## src/rtl/midi_note_stack.sv

```systemverilog
// Last-note-priority MIDI voice allocator: keeps a stack of held notes and presents the
// most recently pressed, still-held note with its velocity and a gate.
module midi_note_stack #(
    parameter int DEPTH   = 8,
    parameter int CHANNEL = 0,
    parameter int OMNI    = 0
) (
    input  logic                         clk_in,
    input  logic                         rst_in,
    input  logic                         valid_in,
    input  logic [23:0]                  midi_event_in,
    output logic [6:0]                   note_out,
    output logic [6:0]                   velocity_out,
    output logic                         gate_out,
    output logic                         changed_out,
    output logic [$clog2(DEPTH+1)-1:0]   count_out,
    output logic                         busy_out,
    output logic [7:0]                   drop_count_out
);

    localparam int CW = $clog2(DEPTH + 1);
    localparam int IW = $clog2(DEPTH);
    localparam logic [CW-1:0] DEPTH_C = CW'(DEPTH);

    typedef enum logic [2:0] {StIdle, StLatch, StMatch, StUpdate, StOutput} state_t;
    typedef enum logic [1:0] {KIgn, KOn, KOff, KClr} kind_t;

    state_t          r_state;
    kind_t           r_kind;
    kind_t           w_kind;
    logic [7:0]      r_status;
    logic [6:0]      r_note_in;
    logic [6:0]      r_vel_in;
    logic            r_hit;
    logic [IW-1:0]   r_idx;
    logic [6:0]      r_notes [DEPTH];
    logic [6:0]      r_vels  [DEPTH];
    logic [CW-1:0]   r_count;
    logic [6:0]      r_note;
    logic [6:0]      r_vel;
    logic            r_gate;
    logic            r_changed;
    logic            r_busy;
    logic [7:0]      r_drop;

    logic            w_ch_ok;
    logic            w_hit;
    logic [IW-1:0]   w_idx;
    logic [6:0]      w_notes_nx [DEPTH];
    logic [6:0]      w_vels_nx  [DEPTH];
    logic [CW-1:0]   w_count_nx;
    logic            w_gate_nx;
    logic [6:0]      w_note_nx;
    logic [6:0]      w_vel_nx;
    logic            w_chg;

    always_comb begin
        w_ch_ok = (OMNI != 0) || (r_status[3:0] == 4'(CHANNEL));
        w_kind  = KIgn;
        if (w_ch_ok) begin
            case (r_status[7:4])
                4'h9:    w_kind = (r_vel_in != 7'd0) ? KOn : KOff;
                4'h8:    w_kind = KOff;
                4'hB:    w_kind = (r_note_in == 7'd123 || r_note_in == 7'd120) ? KClr : KIgn;
                default: w_kind = KIgn;
            endcase
        end
    end

    // Descending scan so the lowest matching index wins.
    always_comb begin
        w_hit = 1'b0;
        w_idx = '0;
        for (int j = DEPTH - 1; j >= 0; j--) begin
            if (CW'(j) < r_count && r_notes[j] == r_note_in) begin
                w_hit = 1'b1;
                w_idx = IW'(j);
            end
        end
    end

    always_comb begin
        for (int j = 0; j < DEPTH; j++) begin
            w_notes_nx[j] = r_notes[j];
            w_vels_nx[j]  = r_vels[j];
        end
        w_count_nx = r_count;
        case (r_kind)
            KOn: begin
                w_notes_nx[0] = r_note_in;
                w_vels_nx[0]  = r_vel_in;
                for (int j = 1; j < DEPTH; j++) begin
                    if (!r_hit || IW'(j) <= r_idx) begin
                        w_notes_nx[j] = r_notes[j-1];
                        w_vels_nx[j]  = r_vels[j-1];
                    end
                end
                if (!r_hit && r_count != DEPTH_C) w_count_nx = r_count + 1'b1;
            end
            KOff: begin
                if (r_hit) begin
                    for (int j = 0; j < DEPTH - 1; j++) begin
                        if (IW'(j) >= r_idx) begin
                            w_notes_nx[j] = r_notes[j+1];
                            w_vels_nx[j]  = r_vels[j+1];
                        end
                    end
                    w_count_nx = r_count - 1'b1;
                end
            end
            KClr:    w_count_nx = '0;
            default: ;
        endcase
        // With an empty stack the last note/velocity are held for the envelope tail.
        w_gate_nx = (w_count_nx != '0);
        w_note_nx = w_gate_nx ? w_notes_nx[0] : r_note;
        w_vel_nx  = w_gate_nx ? w_vels_nx[0]  : r_vel;
        w_chg     = (w_gate_nx != r_gate) || (w_note_nx != r_note) || (w_vel_nx != r_vel);
    end

    always_ff @(posedge clk_in or negedge rst_in) begin
        if (!rst_in) begin
            r_state   <= StIdle;
            r_kind    <= KIgn;
            r_status  <= '0;
            r_note_in <= '0;
            r_vel_in  <= '0;
            r_hit     <= 1'b0;
            r_idx     <= '0;
            for (int j = 0; j < DEPTH; j++) begin
                r_notes[j] <= '0;
                r_vels[j]  <= '0;
            end
            r_count   <= '0;
            r_note    <= '0;
            r_vel     <= '0;
            r_gate    <= 1'b0;
            r_changed <= 1'b0;
            r_busy    <= 1'b0;
            r_drop    <= '0;
        end else begin
            if (valid_in && r_state != StIdle && r_drop != 8'hFF) r_drop <= r_drop + 8'd1;
            case (r_state)
                StIdle: begin
                    if (valid_in) begin
                        r_status  <= midi_event_in[23:16];
                        r_note_in <= midi_event_in[14:8];
                        r_vel_in  <= midi_event_in[6:0];
                        r_busy    <= 1'b1;
                        r_state   <= StLatch;
                    end
                end
                StLatch: begin
                    r_kind  <= w_kind;
                    r_state <= StMatch;
                end
                StMatch: begin
                    r_hit   <= w_hit;
                    r_idx   <= w_idx;
                    r_state <= StUpdate;
                end
                StUpdate: begin
                    for (int j = 0; j < DEPTH; j++) begin
                        r_notes[j] <= w_notes_nx[j];
                        r_vels[j]  <= w_vels_nx[j];
                    end
                    r_count   <= w_count_nx;
                    r_note    <= w_note_nx;
                    r_vel     <= w_vel_nx;
                    r_gate    <= w_gate_nx;
                    r_changed <= w_chg;
                    r_state   <= StOutput;
                end
                StOutput: begin
                    r_changed <= 1'b0;
                    r_busy    <= 1'b0;
                    r_state   <= StIdle;
                end
                default: r_state <= StIdle;
            endcase
        end
    end

    assign note_out       = r_note;
    assign velocity_out   = r_vel;
    assign gate_out       = r_gate;
    assign changed_out    = r_changed;
    assign count_out      = r_count;
    assign busy_out       = r_busy;
    assign drop_count_out = r_drop;

endmodule
```

## config.mk

```make
export PLATFORM = sky130hd
export DESIGN_NAME = midi_note_stack
export DESIGN_NICKNAME = d
export VERILOG_FILES = /design/src/rtl/midi_note_stack.sv
export SDC_FILE = /design/constraint.sdc
export NUM_CORES = 1
export LEC_CHECK = 0
export BUFFER_PORTS_ARGS = -buffer_cell sky130_fd_sc_hd__buf_4
export CORE_AREA = 2 2 128 130
export DETAILED_ROUTE_END_ITERATION = 7
export DIE_AREA = 0 0 130 132
export GPL_TIMING_DRIVEN = 0
export HOLD_SLACK_MARGIN = 0.06
export PLACE_DENSITY = 0.78
export SYNTH_ARGS = -nofsm -noshare
export SYNTH_HDL_FRONTEND = slang
export SYNTH_SLANG_ARGS = --single-unit
```

## constraint.sdc

```tcl
create_clock -name clk_in -period 3.3 [get_ports clk_in]
set_input_delay 0.495 -clock clk_in [delete_from_list [all_inputs] [get_ports clk_in]]
set_output_delay 0.495 -clock clk_in [all_outputs]
set_load 0.1 [all_outputs]
```

==> results of run 1 <==
[power breakdown]
group,total [mW],leakage [nW],internal [mW],switching [mW]
logic,2.74,1.92,0.818,1.92
clock network,2.06,0.280,1.19,0.867
registers,2.73,2.30,2.41,0.321
total,7.53,4.51,4.42,3.11
[Yosys cell counts (6+ instances only)]
cell type and n:
a21oi_1 27, clkbuf_1 49, nand2_1 227, dfrtp_1 172, xor2_1 48, inv_1 9, ha_1 7, a222oi_1 9
nor3_1 6, nand3_1 29, xnor2_1 30, o221ai_1 14, buf_1 10, a22o_1 85, mux2_2 39, a22oi_1 16
buf_2 16, nor4_1 11, nand4_1 13, nor2_1 33, o21ai_0 88
[worst max-delay path by stage]
stage | cells after the start | slack [ps] | startpoint | to
after CTS | 9 | 380 | r_kind[1]$_DFFE_PN0P_ | r_notes[7]$_DFFE_PN0P_
after detailed placement | 9 | 440 | r_kind[0]$_DFFE_PN0P_ | r_notes[18]$_DFFE_PN0P_
after floorplan | 11 | 230 | count_out[0]$_DFFE_PN0P_ | note_out[4]$_DFFE_PN0P_
after global routing | 9 | 120 | r_kind[1]$_DFFE_PN0P_ | r_notes[13]$_DFFE_PN0P_
after global placement | 9 | 500 | r_kind[0]$_DFFE_PN0P_ | r_vels[19]$_DFFE_PN0P_
final | 9 | 310 | r_kind[0]$_DFFE_PN0P_ | r_notes[18]$_DFFE_PN0P_
[layout by cell type (no fill, tap or decap), types with 3 or more instances in the layout]
cell type / count
a21oi_1: 27
a222oi_1: 9
a22o_1: 85
a22o_2: 4
a22oi_1: 16
and2_1: 4
and3_1: 3
buf_1: 10
buf_2: 16
buf_4: 52
bufinv_16: 3
clkbuf_1: 50
clkbuf_16: 17
clkinvlp_4: 4
dfrtp_1: 172
ha_1: 7
inv_1: 9
inv_6: 4
mux2_2: 39
mux2i_1: 3
nand2_1: 227
nand3_1: 29
nand4_1: 13
nor2_1: 33
nor2b_1: 4
nor3_1: 6
nor4_1: 11
o21ai_0: 88
o21ai_1: 3
o221ai_1: 14
xnor2_1: 30
xor2_1: 48
[registers in the layout, indices dropped and copies added, names as in the netlist, 4 cells and up]
signal	cells
drop_count_out	8
note_out	7
r_status	8
velocity_out	7
count_out	4
r_vels	56
r_note_in	7
r_vel_in	7
r_notes	56
[through the flow]
step | setup WS, ps | area (µm²) | hold slack, ps | util [%]
after floorplan | 229.7 | 9319 | 199.4 | -
after global placement | 496.8 | 9987 | 483.9 | 63.56
after detailed placement | 435.1 | 10020 | 489.3 | 63.78
after CTS | 382.4 | 10620 | 85.87 | 67.57
after global routing | 119.6 | 10620 | 98.69 | 67.57
final | 310.9 | 10620 | 61.13 | 67.57
[final cells by class]
cell class	instances	area, µm²
flip-flops and latches	172	4304
plain buffers	77	324.1
repair buffers	54	432.9
clock buffers	18	429.2
inverters	11	41.29
fillers	1218	5096
multi-input cells	741	4649
well taps	216	270.3
clock inverters	13	165.2
[cell families after synthesis]
family                     count (synthesis)
buffers and inverters                     88
muxes                                     42
DFF                                      172
xor gates and xnor gates                  78
adders and majority gates                  7
and+or+nand+nor                          346
AOI/OAI and AO/OA                        268
[routing by layer]
metal / up-vias / GRT usage (%)
met1: 3955 / 43.85
met3: 68 / 5.925
met5: - / 0
met4: 0 / 10.57
li1: 3716 / -
met2: 474 / 48.98
==> run summary, run 1 <==
status: finished, final reports clean
met2 WL: 12.36 mm
max-cap viol count: 0
drt drc: 0
Distinct cells, synth: 58
Via density: 6.308
Site Rows: 46
RR Startpoint: r_kind[0]$_DFFE_PN0P_
post-route antenna net violation count: 0
Routed wire per std cell: 20.08 µm
synthesized instance count: 1001
critical path required time: 3590 ps
setup bufs post-CTS: 0
Max Root-Sink Buffers: 2
pwr dens: 709.0 nW/µm²
Worst Reg-to-Reg Cells: 9
met3 wire len: 2.183 mm
Compound-Gate Fraction of Synth Area: 20.42%
initial antenna violation count: 0
Tmin final: 2989 ps
nets: 1108
worst slew pin tran: 977.0 ps
Layout area overhead: 13.92%
Crit path arrival time: 3280 ps
r2r endpoint: r_notes[18]$_DFFE_PN0P_
post-cts resize count: 0
wl on met1: 10.84 mm
CTS tree: done
worst vdd ir: 0.5822 mV
Clock Pin Slew Worst Setup and Hold Paths: 70 ps
IO Pins: 56
Final Power: 7.527 mW
Synth area leaders: dfrtp_1 (46%), nand2_1 (9.1%), a22o_1 (8.0%)
gr ovfl total: 0
Hold WC Path Type: in -> async
Post-Syn Area: 9319 µm²
syn_nets: 1035
relative slew slack: 34.01%
CP max stage delay: 480 ps
Routed WL: 26.14 mm
drt first pass iters: 6
Worst path top cell family by delay: buffers and inverters
cell breakdown of the critical path: inv_1 > ha_1 > clkbuf_1 > nand2_1 > a21oi_1 > o21ai_1 > clkbuf_1 > nand2_1 > o21ai_0
die area: 17160 µm²
final setup vio count: 0
clk sinks: 172
worst-skew pair later-pin latency: 440 ps
DRT iter0 DRCs: 1009
share of layout cells above drive strength 1: 14.27%
Crit. End Element: flip-flop
largest net degree at the start of global routing: 89
top-area cell type share of the netlist area: 46.19%
global-route wire length before repair: 41.72 mm
Yosys reg bits: 172
fmax: 0.3346 GHz
Synth Flop Type: dfrtp_1
DIE HEIGHT: 132 µm
largest driver fanout on the critical path: 10
RSZ-0062 raised after global routing: no
Async SR Flop Fraction: 100.0%
crit path buf inv count: 3
EDFF count, synth: 0
Die Width: 130 µm
Layout Skew: 8.304 ps
n_diodes: 0
Initial Utilization: 59.31%
largest area contributor in the netlist: dfrtp_1
Core Footprint: 15710 µm²
top sig layer: met4
CTS Buf Count: 17
Crit Path Class: reg -> reg
largest family of logic cells by synthesized area: compound AO/OA/AOI/OAI gates
kind of start point of the critical path: flip-flop
yosys warns: 0
Final Max Slew Viols: 0
buffers added on ports: 53
Post-Synth XOR/XNOR Area: 7.331%
dpl hpwl: 18.62 mm
fin crit share: 90.58%
register area share after synthesis: 46.19%
flop2flop setup slack: 310 ps
Layout Cells excl Fill: 1302
Pleak: 4.506 nW
RD Place Congestion: 0.9400
synthesized-area fraction occupied by adder cells: 0.9398%
H-tree levels: 4
vias in the first global route: 7699
CTS Hold Bufs: 0
simple-gate share of the synthesized area: 16.17%
Placed Cells: 1271
mux contribution to synthesized area: 5.035%
TNS Setup: 0 ps
DR vias: 8213
root buffer cell: clkbuf_16
Post-Syn Area per Cell: 9.310 µm²
Hold Fails Final Rpt: 0
GR Util All Layers: 31.31%
Critical-path top delay cell: clkbuf_1
Power figures use the tool's default switching activity.
==> run 2: changes to the inputs <==
--- a/config.mk
+++ b/config.mk
@@ -5,10 +5,11 @@
 export SDC_FILE = /design/constraint.sdc
 export NUM_CORES = 1
 export LEC_CHECK = 0
+export ABC_AREA = 1
 export BUFFER_PORTS_ARGS = -buffer_cell sky130_fd_sc_hd__buf_4
-export CORE_AREA = 2 2 128 130
+export CORE_AREA = 2 2 168 104
 export DETAILED_ROUTE_END_ITERATION = 7
-export DIE_AREA = 0 0 130 132
+export DIE_AREA = 0 0 170 106
 export GPL_TIMING_DRIVEN = 0
 export HOLD_SLACK_MARGIN = 0.06
 export PLACE_DENSITY = 0.78
==> run 2 against run 1 <==
Against the previous run:
- the run now ends with design-rule violations left
- sequential power up 3%
- final cell count up 17%
- critical endpoint is now r_vels[35]$_DFFE_PN0P_
- design area up 3.6%
- fmax up 8.8%
- sequential share of layout area down 1.4 points
- largest power group unchanged
- via count up 14%
- global-route usage up 3.6 points
- total power up 14%
- clock-buffer cell count unchanged
- die area up 5.0%
- synthesized cell count up 22%
==> run summary, run 2 <==
DR vias: 9352 (+14%)
RD Place Congestion: 1.005 (+6.9%)
largest net degree at the start of global routing: 116 (+30%)
Distinct cells, synth: 50 (-14%)
clk sinks: 172 (unchanged)
Tmin final: 2748 ps (-241.2 ps)
synthesized instance count: 1223 (+22%)
dpl hpwl: 21.91 mm (+18%)
failing checks: design-rule violations
flop2flop setup slack: 550 ps (+240 ps)
syn_nets: 1257 (+21%)
r2r endpoint: r_vels[35]$_DFFE_PN0P_
root buffer cell: clkbuf_16
most frequent cells in the layout: nand2_1 (214), dfrtp_1 (172), inv_1 (158)
Worst Reg-to-Reg Cells: 9 (unchanged)
Routed WL: 30.08 mm (+15%)
Routed wire per std cell: 19.74 µm (-1.7%)
FILL cells: 1404 (+15%)
CTS tree: done
Commonest cells post-synth: nand2_1 (214), dfrtp_1 (172), inv_1 (158), o21ai_0 (138), nand3_1 (136)
Crit path arrival time: 3040 ps (-240 ps)
critical path required time: 3590 ps (about the same)
Max Root-Sink Buffers: 2 (unchanged)
count leader, synth: nand2_1
vias in the first global route: 8591 (+12%)
Post-Syn Area per Cell: 7.945 µm² (-15%)
status: complete, but fails checks
Critical-path top delay cell: nor3_4
Clock Pin Slew Worst Setup and Hold Paths: 70 ps (about the same)
Synth area leaders: dfrtp_1 (44%), nand2_1 (8.3%), o21ai_0 (7.1%)
largest registers: r_notes x56, r_vels x56
gr ovfl total: 0 (unchanged)
DIE HEIGHT: 106 µm (-20%)
EDFF count, synth: 0 (unchanged)
GR Util All Layers: 34.94% (+3.6 points)
CP max stage delay: 510 ps (+30 ps)
DRT iter0 DRCs: 1269 (+26%)
drt first pass iters: 8 (+2)
top-area cell type share of the netlist area: 44.30% (-1.9 points)
global-route wire length before repair: 47.87 mm (+15%)
Hold WC Path Type: in -> reg
Layout Skew: 13.17 ps (+4.867 ps)
worst vdd ir: 0.7518 mV (+29%)
worst slew pin tran: 764.2 ps (-212.9 ps)
buffers added on ports: 53 (unchanged)
cell breakdown of the critical path: inv_1 > ha_1 > buf_2 > inv_2 > nor2_1 > nand2_4 > nor3_4 > clkbuf_1 > o21ai_0
relative slew slack: 48.59% (+15 points)
Die Width: 170 µm (+31%)
final setup vio count: 0 (unchanged)
post-route antenna net violation count: 0 (unchanged)
Hold Fails Final Rpt: 0 (unchanged)
Layout area overhead: 13.20%
share of layout cells above drive strength 1: 14.05% (-0.23 points)
Initial Utilization: 58.30% (-1.0 points)
Site Rows: 37 (-20%)
Synth Flop Type: dfrtp_1
Pleak: 4.862 nW (+7.9%)
Hold Crit Endpoint: r_vel_in[0]$_DFFE_PN0P_
CTS Buf Count: 17 (unchanged)
most common cell after layout, fill and taps aside: nand2_1
RSZ-0062 raised after global routing: no
TNS Setup: 0 ps (unchanged)
die area: 18020 µm² (+5.0%)
IO Pins: 56 (unchanged)
Final Max Slew Viols: 0 (unchanged)
Core Footprint: 16670 µm² (+6.1%)
register area share after synthesis: 44.30% (-1.9 points)
Via density: 6.136 (-2.7%)
Crit. End Element: flip-flop
fmax: 0.3639 GHz (+8.8%)
nets: 1331 (+20%)
RR Startpoint: r_kind[1]$_DFFE_PN0P_
fin util: 66.00% (-1.6 points)
Async SR Flop Fraction: 100.0% (unchanged)
H-tree levels: 4 (unchanged)
kind of start point of the critical path: flip-flop
largest driver fanout on the critical path: 10 (unchanged)
pwr dens: 777.2 nW/µm² (+9.6%)
HP Start: midi_event_in[0]
fin crit share: 83.27% (-7.3 points)
drt drc: 2 (+2)
worst-skew pair later-pin latency: 450 ps (about the same)
n_diodes: 0 (unchanged)
initial antenna violation count: 0 (unchanged)
max-cap viol count: 0 (unchanged)
Crit Path Class: reg -> reg
Post-Syn Area: 9717 µm² (+4.3%)
Yosys reg bits: 172 (unchanged)
largest area contributor in the netlist: dfrtp_1
Hold Path Depth: 2
yosys warns: 0 (unchanged)
[run 2: cell types whose count changed in the layout (fill, tap and decap cells not counted), moves of 18 or more]
cell     change
xor2_1      -35
o21ai_0     +50
mux2_2      -28
nand2_2     +18
a22o_1      -85
inv_1      +149
nand3_1    +107
o22ai_1     +79
nor2_1      +21
[run 2: per-layer routing]
metal | wire (µm) | track usage [%]
met1 | 13840 | 54.94
met2 | 11890 | 47.35
met3 | 3717 | 8.116
met4 | 633 | 10.50
met5 | 0 | 0
[run 2: stage by stage]
step	total power [mW]	worst slack (ps)	hold slack, ps	cells	cell area, µm²
floorplan	5.507	603.0	199.4	1223	9717
global placement	6.404	611.3	459.2	1490	10380
detailed placement	6.487	582.8	453.4	1491	10420
CTS	8.470	572.5	280.4	1524	11000
global route	8.962	338.3	284.6	1524	11000
finish	8.549	552.1	281.3	1524	11000
[run 2: where the power goes]
group / switching (mW) / internal, mW
clock: 0.939 / 1.07
combinational: 2.73 / 1.01
sequential: 0.316 / 2.48
[run 2: area by class of cell]
class | instances | area [µm²] | area share, %
plain buffers | 70 | 376.6 | 3.424
clock buffers | 18 | 439.2 | 3.993
clock inverters | 14 | 132.6 | 1.206
inverters | 164 | 625.6 | 5.688
multi-input cells | 817 | 4410 | 40.10
flip-flops and latches | 172 | 4304 | 39.13
well taps | 214 | 267.8 | 2.434
repair buffers | 55 | 442.9 | 4.027
[run 2: critical path, delay by kind of cell, from the launching register on]
family | cells | cell delay [ps]
fa+ha+maj | 1 | 300
flops | 1 | 350
buf+inv | 4 | 920
compound gates | 1 | 160
simple gates | 3 | 860
[run 2: logic make-up after synthesis]
logic type	count (synthesis)	synth area share (%)
muxes	11	1.275
xor gates and xnor gates	30	2.704
and+or+nand+nor	480	23.28
buffers and inverters	234	10.31
AOI/OAI and AO/OA	289	17.23
adders and majority gates	7	0.9013
DFF	172	44.30
[run 2: how the worst max path moves through the flow]
stage / startpoint / endpoint / cells past startpoint / slack (ps)
final: r_kind[1]$_DFFE_PN0P_ / r_vels[35]$_DFFE_PN0P_ / 9 / 550
after global routing: r_kind[1]$_DFFE_PN0P_ / changed_out$_DFFE_PN0P_ / 16 / 340
after CTS: r_kind[1]$_DFFE_PN0P_ / r_notes[9]$_DFFE_PN0P_ / 9 / 570
after detailed placement: r_kind[1]$_DFFE_PN0P_ / r_notes[9]$_DFFE_PN0P_ / 9 / 580
after global placement: r_kind[0]$_DFFE_PN0P_ / r_vels[35]$_DFFE_PN0P_ / 9 / 610
after floorplan: count_out[0]$_DFFE_PN0P_ / velocity_out[6]$_DFFE_PN0P_ / 14 / 600
[run 2: timing repair]
action,4_1_cts,5_1_grt
buffers inserted,0,0
hold endpoints to repair,57,0
hold buffers,1,0
resized for setup,0,0
==> run 3: changes to the inputs <==
==> constraint.sdc (replaced) <==
create_clock -name clk_in -period 2.73 [get_ports clk_in]
set_input_delay 0.4095 -clock clk_in [delete_from_list [all_inputs] [get_ports clk_in]]
set_output_delay 0.4095 -clock clk_in [all_outputs]
set_load 0.1 [all_outputs]
==> run 3 against run 2 <==
Against the previous run:
- the flow now finishes without violations
- routed wire length increased by 0.84%
- clock power grew 21%
- worst setup slack lost 410 ps
- critical endpoint unchanged
- largest power group unchanged
==> run summary, run 3 (same netlist as run 2, synthesis figures left out) <==
status: finished, final reports clean
drt drc: 0 (-2)
Crit. End Element: flip-flop
Tmin final: 2587 ps (-160.9 ps)
Core Footprint: 16670 µm² (unchanged)
Die Width: 170 µm (unchanged)
global-route wire length before repair: 47.87 mm (unchanged)
Clock Pin Slew Worst Setup and Hold Paths: 70 ps (about the same)
initial antenna violation count: 0 (unchanged)
Layout area overhead: 14.35%
Max Root-Sink Buffers: 2 (unchanged)
HP Start: midi_event_in[0]
cell breakdown of the critical path: inv_1 > ha_1 > buf_2 > inv_2 > nor2_1 > nand2_4 > nor3_4 > clkbuf_2 > o21ai_0
fin crit share: 94.76% (+11 points)
DIE HEIGHT: 106 µm (unchanged)
RD Place Congestion: 1.005 (unchanged)
GR Util All Layers: 34.94% (unchanged)
die area: 18020 µm² (unchanged)
share of layout cells above drive strength 1: 15.23% (+1.2 points)
worst slew pin tran: 808.3 ps (+44.08 ps)
clk sinks: 172 (unchanged)
drt first pass iters: 6 (-2)
largest registers: r_notes x56, r_vels x56
Via density: 6.112 (-0.40%)
Final Power: 10.34 mW (+21%)
Worst Reg-to-Reg Cells: 9 (unchanged)
flop2flop setup slack: 140 ps (-410 ps)
CP max stage delay: 510 ps (about the same)
pwr dens: 930.6 nW/µm² (+20%)
kind of start point of the critical path: flip-flop
worst vdd ir: 0.9104 mV (+21%)
Pleak: 4.923 nW (+1.3%)
CTS tree: done
Hold WC Path Type: in -> reg
largest driver fanout on the critical path: 10 (unchanged)
Hold Crit Endpoint: r_vel_in[0]$_DFFE_PN0P_
worst-skew pair later-pin latency: 450 ps (about the same)
fmax: 0.3866 GHz (+6.2%)
final setup vio count: 0 (unchanged)
buffers added on ports: 53 (unchanged)
IO Pins: 56 (unchanged)
max-cap viol count: 0 (unchanged)
gr ovfl total: 0 (unchanged)
RR Startpoint: r_kind[1]$_DFFE_PN0P_
Layout Skew: 13.19 ps (+0.01830 ps)
dpl hpwl: 21.91 mm (unchanged)
r2r endpoint: r_vels[35]$_DFFE_PN0P_
n_diodes: 0 (unchanged)
RSZ-0062 raised after global routing: yes
Crit path arrival time: 2890 ps (-150 ps)
Fin Hold WS: 197.1 ps (-84.21 ps)
DRT iter0 DRCs: 1247 (-1.7%)
DR vias: 9376 (+0.26%)
Routed wire per std cell: 19.77 µm (+0.19%)
Site Rows: 37 (unchanged)
Final Max Slew Viols: 0 (unchanged)
relative slew slack: 45.62% (-3.0 points)
root buffer cell: clkbuf_16
post-route cell area: 11110 µm² (+1.0%)
vias in the first global route: 8591 (unchanged)
Hold Path Depth: 2 (unchanged)
critical path required time: 3040 ps (-550 ps)
nets: 1341 (+0.75%)
dpl ws: 12.84 ps (-570.0 ps)
Crit Path Class: reg -> reg
largest net degree at the start of global routing: 116 (unchanged)
post-route antenna net violation count: 0 (unchanged)
Hold Fails Final Rpt: 0 (unchanged)
most frequent cells in the layout: nand2_1 (214), dfrtp_1 (172), inv_1 (158)
Critical-path top delay cell: nor3_4
Routed WL: 30.33 mm (+0.84%)
H-tree levels: 4 (unchanged)
Initial Utilization: 58.30% (unchanged)
CTS Buf Count: 17 (unchanged)
Placed Instance Area: 10420 µm² (unchanged)
Final WS setup: 143.1 ps (-409.1 ps)
most common cell after layout, fill and taps aside: nand2_1
==> run 3: cell types whose count changed in the layout (fill, tap and decap cells not counted) <==
cell / before / now
a21oi_1: 34 / 30
a21oi_2: 0 / 4
buf_1: 4 / 2
buf_12: 1 / 2
buf_4: 58 / 67
clkbuf_1: 34 / 33
clkbuf_2: 4 / 7
nor2_2: 3 / 2
nor2_4: 1 / 2
==> run 3: layout make-up <==
type                            count  area [µm²]
Tap cell                          214       267.8
Inverter                          164       625.6
Sequential cell                   172        4304
Buffer                             70       380.4
Clock buffer                       18       439.2
Multi-Input combinational cell    817        4431
Timing Repair Buffer               65       530.5
Clock inverter                     14       132.6
Fill cell                        1396        5555
==> run 3: per-layer routing <==
layer	global-route usage [%]	share of wire [%]	vias to the layer above
li1	-	-	4275
met1	54.94	46	4459
met2	47.35	40	589
met3	8.116	12	53
met4	10.50	2.0	0
met5	0	0	-
==> run 3: critical path: cells and delay by family (launching register included) <==
kind / cells / cell delay [ps]
buf+inv: 4 / 810
flops: 1 / 350
compound gates: 1 / 130
simple gates: 3 / 860
fa+ha+maj: 1 / 310
==> run 3: worst max-delay path by stage <==
| stage | end | from | cells after the start | slack, ps |
|---|---|---|---|---|
| 2_1_floorplan | velocity_out[6]$_DFFE_PN0P_ | count_out[0]$_DFFE_PN0P_ | 14 | 30 |
| 3_3_place_gp | r_vels[35]$_DFFE_PN0P_ | r_kind[0]$_DFFE_PN0P_ | 9 | 40 |
| 3_5_place_dp | r_notes[9]$_DFFE_PN0P_ | r_kind[1]$_DFFE_PN0P_ | 9 | 10 |
| 4_1_cts | r_notes[9]$_DFFE_PN0P_ | r_kind[1]$_DFFE_PN0P_ | 9 | 3 |
| 5_1_grt | changed_out$_DFFE_PN0P_ | r_kind[1]$_DFFE_PN0P_ | 15 | -5 |
| 6_report | r_vels[35]$_DFFE_PN0P_ | r_kind[1]$_DFFE_PN0P_ | 9 | 140 |
==> run 3: through the flow <==
stage | setup TNS (ps) | cells | util (%)
after floorplan | 0 | 1223 | -
after global placement | 0 | 1490 | 62.30
after global routing | -4.521 | 1534 | 66.67
after detailed placement | 0 | 1491 | 62.51
final | 0 | 1534 | 66.67
after CTS | 0 | 1524 | 66.00
==> run 3: what timing repair did <==
item	CTS	global route
resized for setup	0	9
hold buffers	1	0
setup endpoints to repair	0	50
buffers inserted	0	10
endpoints found under the hold margin	57	0
==> run 3: power by group <==
group	total (mW)	internal, mW	switching (mW)
Clock	2.43	1.30	1.13
Sequential	3.39	3.00	0.387
Combinational	4.53	1.22	3.30
